==> src/rtl/audio_channel_arbiter_pkg.sv <==
// Shared types and constants for the audio channel arbiter.
//   arb_state_e : arbiter sequencing states
//   ATTEN_W     : width of the attenuation (right-shift) counter
//   ATTEN_MUTE  : attenuation value that means "fully muted"
package audio_arb_pkg;

    typedef enum logic [2:0] {
        IDLE     = 3'd0,
        FADE_IN  = 3'd1,
        PLAY     = 3'd2,
        FADE_OUT = 3'd3,
        SWITCH   = 3'd4
    } arb_state_e;

    localparam int ATTEN_W = 4;
    localparam logic [ATTEN_W-1:0] ATTEN_MUTE = 4'd8;

endpackage

==> src/rtl/audio_channel_arbiter_if.sv <==
// Bus between the audio sources / sample strobe and the arbiter.
//   master : drives sample_valid_in, req_in, prio_mode_in, audio_in
//   slave  : the arbiter; drives audio_out, audio_valid_out, grant_out, busy_out
interface audio_channel_arbiter_if #(
    parameter int NUM_SRC  = 4,
    parameter int SAMPLE_W = 8
);
    logic                         sample_valid_in;
    logic [NUM_SRC-1:0]           req_in;
    logic                         prio_mode_in;
    logic [NUM_SRC*SAMPLE_W-1:0]  audio_in;
    logic signed [SAMPLE_W-1:0]   audio_out;
    logic                         audio_valid_out;
    logic [NUM_SRC-1:0]           grant_out;
    logic                         busy_out;

    modport master (
        output sample_valid_in, req_in, prio_mode_in, audio_in,
        input  audio_out, audio_valid_out, grant_out, busy_out
    );

    modport slave (
        input  sample_valid_in, req_in, prio_mode_in, audio_in,
        output audio_out, audio_valid_out, grant_out, busy_out
    );
endinterface

==> src/rtl/audio_channel_arbiter_picker.sv <==
// Combinational requester picker.
//   req_i    : request vector
//   base_i   : round-robin search start index
//   mode_i   : 0 = lowest index wins, 1 = search from base_i with wrap
//   onehot_o : one-hot winner (zero when nothing requests)
//   idx_o    : winner index
//   found_o  : a winner exists
module rr_priority_picker #(
    parameter int NUM_SRC = 4,
    parameter int IDX_W   = $clog2(NUM_SRC)
) (
    input  logic [NUM_SRC-1:0] req_i,
    input  logic [IDX_W-1:0]   base_i,
    input  logic               mode_i,
    output logic [NUM_SRC-1:0] onehot_o,
    output logic [IDX_W-1:0]   idx_o,
    output logic               found_o
);

    // First requester in search order wins; the search index wraps at NUM_SRC.
    always_comb begin
        onehot_o = '0;
        idx_o    = '0;
        found_o  = 1'b0;
        for (int k = 0; k < NUM_SRC; k++) begin
            logic [IDX_W:0]   raw;
            logic [IDX_W-1:0] cand;
            raw  = {1'b0, base_i} + (IDX_W+1)'(k);
            cand = mode_i ? ((raw >= (IDX_W+1)'(NUM_SRC)) ? IDX_W'(raw - (IDX_W+1)'(NUM_SRC))
                                                          : IDX_W'(raw))
                          : IDX_W'(k);
            if (!found_o && req_i[cand]) begin
                found_o        = 1'b1;
                idx_o          = cand;
                onehot_o[cand] = 1'b1;
            end else begin
                found_o = found_o;
            end
        end
    end

endmodule

==> src/rtl/audio_channel_arbiter.sv <==
// Speaker-path arbiter: grants one of NUM_SRC signed sample sources by fixed
// priority or round-robin, enforces a minimum play time before preemption and
// sequences every source change as fade-out -> one silent sample -> fade-in.
//   clk_in : audio clock          rst_in : async active-low reset
//   bus    : audio_channel_arbiter_if.slave (strobe, requests, samples, outputs)
module audio_channel_arbiter
    import audio_arb_pkg::*;
#(
    parameter int NUM_SRC  = 4,
    parameter int SAMPLE_W = 8,
    parameter int MIN_HOLD = 1200
) (
    input  logic                    clk_in,
    input  logic                    rst_in,
    audio_channel_arbiter_if.slave  bus
);

    localparam int IDX_W  = $clog2(NUM_SRC);
    localparam int HOLD_W = $clog2(MIN_HOLD + 1);

    arb_state_e                 state_q, state_d;
    logic [NUM_SRC-1:0]         grant_q, grant_d;
    logic [IDX_W-1:0]           idx_q, idx_d;
    logic [ATTEN_W-1:0]         atten_q, atten_d;
    logic [HOLD_W-1:0]          hold_q, hold_d;
    logic [IDX_W-1:0]           rr_q, rr_d;
    logic signed [SAMPLE_W-1:0] audio_q, audio_d;
    logic                       busy_q, busy_d;
    logic                       valid_q;

    logic signed [SAMPLE_W-1:0] src_s [NUM_SRC];
    logic [NUM_SRC-1:0]         win_onehot_s, pre_onehot_s;
    logic [IDX_W-1:0]           win_idx_s, pre_idx_s;
    logic                       win_found_s, pre_found_s;
    logic                       preempt_s, granted_req_s;
    logic [ATTEN_W-1:0]         atten_up_s;

    for (genvar g = 0; g < NUM_SRC; g++) begin : g_unpack
        assign src_s[g] = bus.audio_in[g*SAMPLE_W +: SAMPLE_W];
    end

    rr_priority_picker #(.NUM_SRC(NUM_SRC), .IDX_W(IDX_W)) u_load_pick (
        .req_i    (bus.req_in),
        .base_i   (rr_q),
        .mode_i   (bus.prio_mode_in),
        .onehot_o (win_onehot_s),
        .idx_o    (win_idx_s),
        .found_o  (win_found_s)
    );

    // Preemption search excludes the current source; in fixed mode the best
    // remaining requester only counts if it outranks (has a lower index than) us.
    rr_priority_picker #(.NUM_SRC(NUM_SRC), .IDX_W(IDX_W)) u_pre_pick (
        .req_i    (bus.req_in & ~grant_q),
        .base_i   (rr_q),
        .mode_i   (bus.prio_mode_in),
        .onehot_o (pre_onehot_s),
        .idx_o    (pre_idx_s),
        .found_o  (pre_found_s)
    );

    assign preempt_s     = bus.prio_mode_in ? pre_found_s
                                            : ((pre_onehot_s != '0) && (pre_idx_s < idx_q));
    assign granted_req_s = |(bus.req_in & grant_q);
    // Fade-out step saturates at mute so a drop right after a grant load goes straight to SWITCH.
    assign atten_up_s    = (atten_q == ATTEN_MUTE) ? ATTEN_MUTE : atten_q + 4'd1;

    // State and datapath registers; everything but the valid pulse advances only on a strobe.
    always_ff @(posedge clk_in or negedge rst_in) begin
        if (!rst_in) begin
            state_q <= IDLE;
            grant_q <= '0;
            idx_q   <= '0;
            atten_q <= ATTEN_MUTE;
            hold_q  <= '0;
            rr_q    <= '0;
            audio_q <= '0;
            busy_q  <= 1'b0;
            valid_q <= 1'b0;
        end else begin
            valid_q <= bus.sample_valid_in;
            if (bus.sample_valid_in) begin
                state_q <= state_d;
                grant_q <= grant_d;
                idx_q   <= idx_d;
                atten_q <= atten_d;
                hold_q  <= hold_d;
                rr_q    <= rr_d;
                audio_q <= audio_d;
                busy_q  <= busy_d;
            end
        end
    end

    // Next-state logic: arbitration, hold timing and fade sequencing.
    always_comb begin
        state_d = state_q;
        grant_d = grant_q;
        idx_d   = idx_q;
        atten_d = atten_q;
        hold_d  = hold_q;
        rr_d    = rr_q;
        case (state_q)
            IDLE, SWITCH: begin
                grant_d = '0;
                if (win_found_s) begin
                    grant_d = win_onehot_s;
                    idx_d   = win_idx_s;
                    atten_d = ATTEN_MUTE;
                    state_d = FADE_IN;
                    rr_d    = (win_idx_s == IDX_W'(NUM_SRC - 1)) ? '0 : win_idx_s + 1'b1;
                end else begin
                    state_d = IDLE;
                end
            end
            FADE_IN: begin
                if (!granted_req_s) begin
                    atten_d = atten_up_s;
                    state_d = (atten_up_s == ATTEN_MUTE) ? SWITCH : FADE_OUT;
                end else begin
                    atten_d = atten_q - 4'd1;
                    if (atten_q == 4'd1) begin
                        state_d = PLAY;
                        hold_d  = '0;
                    end else begin
                        state_d = FADE_IN;
                    end
                end
            end
            PLAY: begin
                if (!granted_req_s || ((hold_q == HOLD_W'(MIN_HOLD)) && preempt_s)) begin
                    atten_d = atten_up_s;
                    state_d = FADE_OUT;
                end else begin
                    hold_d = (hold_q == HOLD_W'(MIN_HOLD)) ? hold_q : hold_q + 1'b1;
                end
            end
            FADE_OUT: begin
                atten_d = atten_up_s;
                state_d = (atten_up_s == ATTEN_MUTE) ? SWITCH : FADE_OUT;
            end
            default: begin
                state_d = IDLE;
                grant_d = '0;
                atten_d = ATTEN_MUTE;
            end
        endcase
    end

    // Output logic: faded sample of the next grant, and busy for transitional states.
    always_comb begin
        if ((atten_d == ATTEN_MUTE) || (grant_d == '0)) begin
            audio_d = '0;
        end else begin
            audio_d = src_s[idx_d] >>> atten_d;
        end
        busy_d = (state_d == FADE_IN) || (state_d == FADE_OUT) || (state_d == SWITCH);
    end

    assign bus.audio_out       = audio_q;
    assign bus.audio_valid_out = valid_q;
    assign bus.grant_out       = grant_q;
    assign bus.busy_out        = busy_q;

endmodule

==> src/flat_wrapper.sv <==
// flat-port wrapper written by rule: the top's interface ports become plain ports
module audio_channel_arbiter_flat import audio_arb_pkg::*;
#(
    parameter int NUM_SRC  = 4,
    parameter int SAMPLE_W = 8,
    parameter int MIN_HOLD = 1200
)
  (clk_in, rst_in, bus_sample_valid_in, bus_req_in, bus_prio_mode_in, bus_audio_in, bus_audio_out, bus_audio_valid_out, bus_grant_out, bus_busy_out);
  audio_channel_arbiter_if #(.NUM_SRC(NUM_SRC), .SAMPLE_W(SAMPLE_W)) bus_i ();
  input  logic clk_in;
  input  logic rst_in;
  input wire logic [$bits(bus_i.sample_valid_in)-1:0] bus_sample_valid_in;
  input wire logic [$bits(bus_i.req_in)-1:0] bus_req_in;
  input wire logic [$bits(bus_i.prio_mode_in)-1:0] bus_prio_mode_in;
  input wire logic [$bits(bus_i.audio_in)-1:0] bus_audio_in;
  output wire logic [$bits(bus_i.audio_out)-1:0] bus_audio_out;
  output wire logic [$bits(bus_i.audio_valid_out)-1:0] bus_audio_valid_out;
  output wire logic [$bits(bus_i.grant_out)-1:0] bus_grant_out;
  output wire logic [$bits(bus_i.busy_out)-1:0] bus_busy_out;
  assign bus_i.sample_valid_in = bus_sample_valid_in;
  assign bus_i.req_in = bus_req_in;
  assign bus_i.prio_mode_in = bus_prio_mode_in;
  assign bus_i.audio_in = bus_audio_in;
  assign bus_audio_out = bus_i.audio_out;
  assign bus_audio_valid_out = bus_i.audio_valid_out;
  assign bus_grant_out = bus_i.grant_out;
  assign bus_busy_out = bus_i.busy_out;
  audio_channel_arbiter #(.NUM_SRC(NUM_SRC), .SAMPLE_W(SAMPLE_W), .MIN_HOLD(MIN_HOLD)) u_core (.clk_in(clk_in), .rst_in(rst_in), .bus(bus_i));
endmodule
==> config.mk <==
export PLATFORM = sky130hd
export DESIGN_NAME = audio_channel_arbiter_flat
export DESIGN_NICKNAME = d
export VERILOG_FILES = /design/src/rtl/audio_channel_arbiter_pkg.sv /design/src/rtl/audio_channel_arbiter_if.sv /design/src/rtl/audio_channel_arbiter_picker.sv /design/src/rtl/audio_channel_arbiter.sv /design/src/flat_wrapper.sv
export SDC_FILE = /design/constraint.sdc
export NUM_CORES = 1
export LEC_CHECK = 0
export CAP_MARGIN = 5
export CORE_UTILIZATION = 55
export CTS_CLUSTER_SIZE = 40
export DETAILED_ROUTE_END_ITERATION = 8
export GPL_TIMING_DRIVEN = 1
export PLACE_DENSITY = 0.85
export SLEW_MARGIN = 30
export SYNTH_ARGS = -nofsm -noshare
export SYNTH_HDL_FRONTEND = slang
export SYNTH_SLANG_ARGS = --single-unit
==> constraint.sdc <==
create_clock -name clk_in -period 4 [get_ports clk_in]
set_input_delay 0.6 -clock clk_in [delete_from_list [all_inputs] [get_ports clk_in]]
set_output_delay 0.6 -clock clk_in [all_outputs]
set_load 0.01 [all_outputs]
==> results.txt <==
standby leakage power -> 1.85 nW
transition time at the pin with the least slew margin -> 824 ps
Placed Instance Area -> 4200 um^2
most common cell after layout, fill and taps aside -> clkdlybuf4s50_1
root buffer selected by CTS -> clkbuf_8
Post-Synthesis Cell Area -> 3390 um^2
distinct cell type count of the synthesized netlist -> 75
total half-perimeter wirelength after legalization and detailed placement -> 7740 um
register area -> 902 um^2
fraction of final layout cells with drive strength greater than 1 -> 16.0%
endpoint required time on the critical path -> 4170 ps
largest driver fanout on the critical path -> 13
longest individual stage delay on the worst path -> 580 ps
post-synth top area share -> 25.8%
first-pass iteration count of the detailed router -> 5
post-CTS setup repair buffer count -> 0
maximum number of pins on one net before global-route repair -> 37
type of element capturing the critical path -> flop
Inserted Clock Buffers -> 5
routed via count -> 3638
power density cells -> 830 nW/um^2
global-route wire length before repair -> 16400 um
min-delay worst type -> in2async
number of max-cap violations -> 0
clock buffer depth -> 2
# rows -> 28
syn_nets -> 456
Total Power -> 0.00363 W
final count of negative-setup-slack endpoints -> 0
routability-driven placement congestion ratio -> 1.00
f_max -> 263 MHz
detailed router's first-iteration violation count -> 197
Die ar. -> 6490 um^2
routed wirelength normalized by instance count -> 18.0 um
total area of multi-input combinational cells -> 2330 um^2
Synth Flop Type -> dfrtp_1
max-slew violation count -> 0
Layout Cell Area excl Fill -> 4370 um^2
CTS clk-pin slew, worst paths -> 90 ps
Top-Level Pins -> 54
drt total wl -> 10100 um
number of antenna violations at the first check in global routing -> 0
clock tree sinks -> 36
Sum Neg Setup Slack -> 0 ps
outcome -> complete, no violations
Die X -> 80.5 um
clock latency on the worst-skew pair -> 310 ps
peak supply drop -> 0.621 mV
fraction of the yosys area taken by sequential cells -> 26.6%
Top delay family on crit path -> compound AO/OA/AOI/OAI gates
number of register bits inferred by synthesis -> 36
RSZ-0062 raised after global routing -> false
number of inserted filler cells in the final layout -> 464
share of the clock period used by the worst path -> 94.9%
count of flip-flops with a built-in enable after synthesis -> 0
proportion of synthesized flip-flops having asynchronous set or reset -> 100%
startpoint type of the worst setup path -> input pin
Min Clock Period, post-route -> 3800 ps
worst clock skew on the final layout -> 9.90 ps
total of cells resized after clock tree synthesis -> 0
area overhead of the layout relative to synthesis -> 28.8%
initial cell density of the core -> 57.3%
Yosys warning count -> 0
via count of the first global-routing pass -> 3521
cts hold-fix bufs -> 0
clock tree from TritonCTS -> yes
number of buffers added on ports -> 53
number of design rule violations left after detail routing -> 0
Die Y-Extent -> 80.5 um
critical path start-end classification -> in2reg
Antenna Violating Nets Remaining -> 0
cell types with the largest area share after synthesis -> dfrtp_1 (26%), mux2i_1 (5.6%), nor2_1 (4.6%)
worst-case headroom to the max-slew limit -> 45.0%
GRT Total Usage -> 32.6%
cell with the largest stage delay on the worst path -> mux4_2
total global routing overflow -> 0
vias per std cell -> 6.45
Synth Instances -> 409
net total in the final layout -> 535
signal arrival time at the worst endpoint -> 3970 ps
Core Area -> 5920 um^2
antenna cells -> 0
mean instance size in the synthesized netlist -> 8.29 um^2
Critical Path, Cell by Cell -> clkdlybuf4s50_1, buf_4, nand2_2, mux4_2, o211ai_1, o221a_2, a2111oi_2, or3_1, mux4_2, a2bb2oi_1, o211ai_1
H-tree Lvls -> 2
crit path buf inv count -> 2
Synth area leader -> dfrtp_1
leading cell types in the layout, fill and taps excluded -> clkdlybuf4s50_1 (52), nor2_1 (42), nand2_1 (41)
hold violation total from the final report -> 0
-- cell families after synthesis --
group / after synthesis / synth area share, %
simple gates: 150 / 21.6
compound gates: 137 / 30.5
buf+inv: 38 / 5.20
flops: 36 / 26.6
mux: 29 / 10.3
xor+xnor: 12 / 3.32
fa+ha+maj: 7 / 2.58
-- Yosys cell counts, types with 3 or more instances --
library cell / count
a211o_1: 5
a211oi_1: 4
a21boi_0: 3
a21oi_1: 28
a221oi_1: 5
a22o_1: 4
a22oi_1: 11
a31oi_1: 4
a32oi_1: 4
and2_1: 4
and3_1: 6
buf_2: 3
buf_6: 3
clkbuf_1: 10
dfrtp_1: 35
ha_1: 7
inv_1: 17
mux2_2: 6
mux2i_1: 19
mux4_2: 4
nand2_1: 41
nand2b_1: 8
nand3_1: 12
nand4_1: 5
nand4b_1: 3
nor2_1: 42
nor2b_1: 5
nor3_1: 5
nor4_1: 4
o211ai_1: 4
o21ai_0: 21
o2bb2ai_1: 3
o31ai_1: 4
or2_2: 3
or3_1: 4
xnor2_1: 3
xor2_1: 8
-- sequential cells by signal, indices dropped and copies added, names as in the netlist --
| register | count |
|---|---|
| u_core.bus.audio_out | 8 |
| u_core.idx_q | 2 |
| u_core.bus.grant_out | 4 |
| u_core.hold_q | 11 |
| u_core.bus.busy_out | 1 |
| u_core.rr_q | 2 |
| u_core.atten_q | 4 |
| u_core.state_q | 3 |
| u_core.bus.audio_valid_out | 1 |
-- stage by stage --
| step | cells | setup slack [ps] | util [%] | hold slack [ps] |
|---|---|---|---|---|
| 6_report | 564 | 204 | 73.8 | 375 |
| 5_1_grt | 564 | 13.4 | 73.8 | 450 |
| 4_1_cts | 564 | 222 | 73.5 | 414 |
| 3_5_place_dp | 556 | -54.8 | 70.9 | 472 |
| 3_3_place_gp | 556 | -8.41 | 70.9 | 459 |
| 2_1_floorplan | 409 | 593 | - | 304 |
-- path summary, 6_finish.rpt --
path / start / endpoint / slack [ps] / cells past startpoint
worst min-delay path: rst_in / u_core.hold_q[2] / 380 / 1
worst min register to register: u_core.bus.audio_out[6] / u_core.bus.audio_out[6] / 500 / 1
worst max register to register: u_core.rr_q[0] / u_core.bus.audio_out[0] / 300 / 10
worst max-delay path: bus_prio_mode_in / u_core.bus.audio_out[0] / 200 / 11
min in group clk_in: u_core.bus.audio_out[6] / u_core.bus.audio_out[6] / 500 / 1
max in group asynchronous: rst_in / u_core.bus.busy_out / 3090 / 1
-- metal layers --
metal / track usage (%) / up-vias / part of all wire (%)
met5: 0 / - / 0
met4: 14.3 / 0 / 3.3
met3: 5.68 / 34 / 5.7
met2: 56.2 / 157 / 49
met1: 39.5 / 1734 / 42
li1: - / 1713 / -
-- where the power goes --
group	internal, W	switching (W)	leakage (nW)
logic	0.00114	0.00135	1.31
clock network	0.000312	0.000149	0.0784
registers	0.000483	0.000196	0.462
total	0.00193	0.00169	1.85
-- layout make-up --
type                       instances  share of cell area (%)
clock inverter                     3                    2.06
sequential                        36                    20.6
multi-input combinational        335                    53.3
timing repair buffer              92                    18.7
tap                               75                    2.15
clock buffer                       5                    1.58
inverter                          18                    1.55
Note: power is estimated with default switching activity, not from simulation.
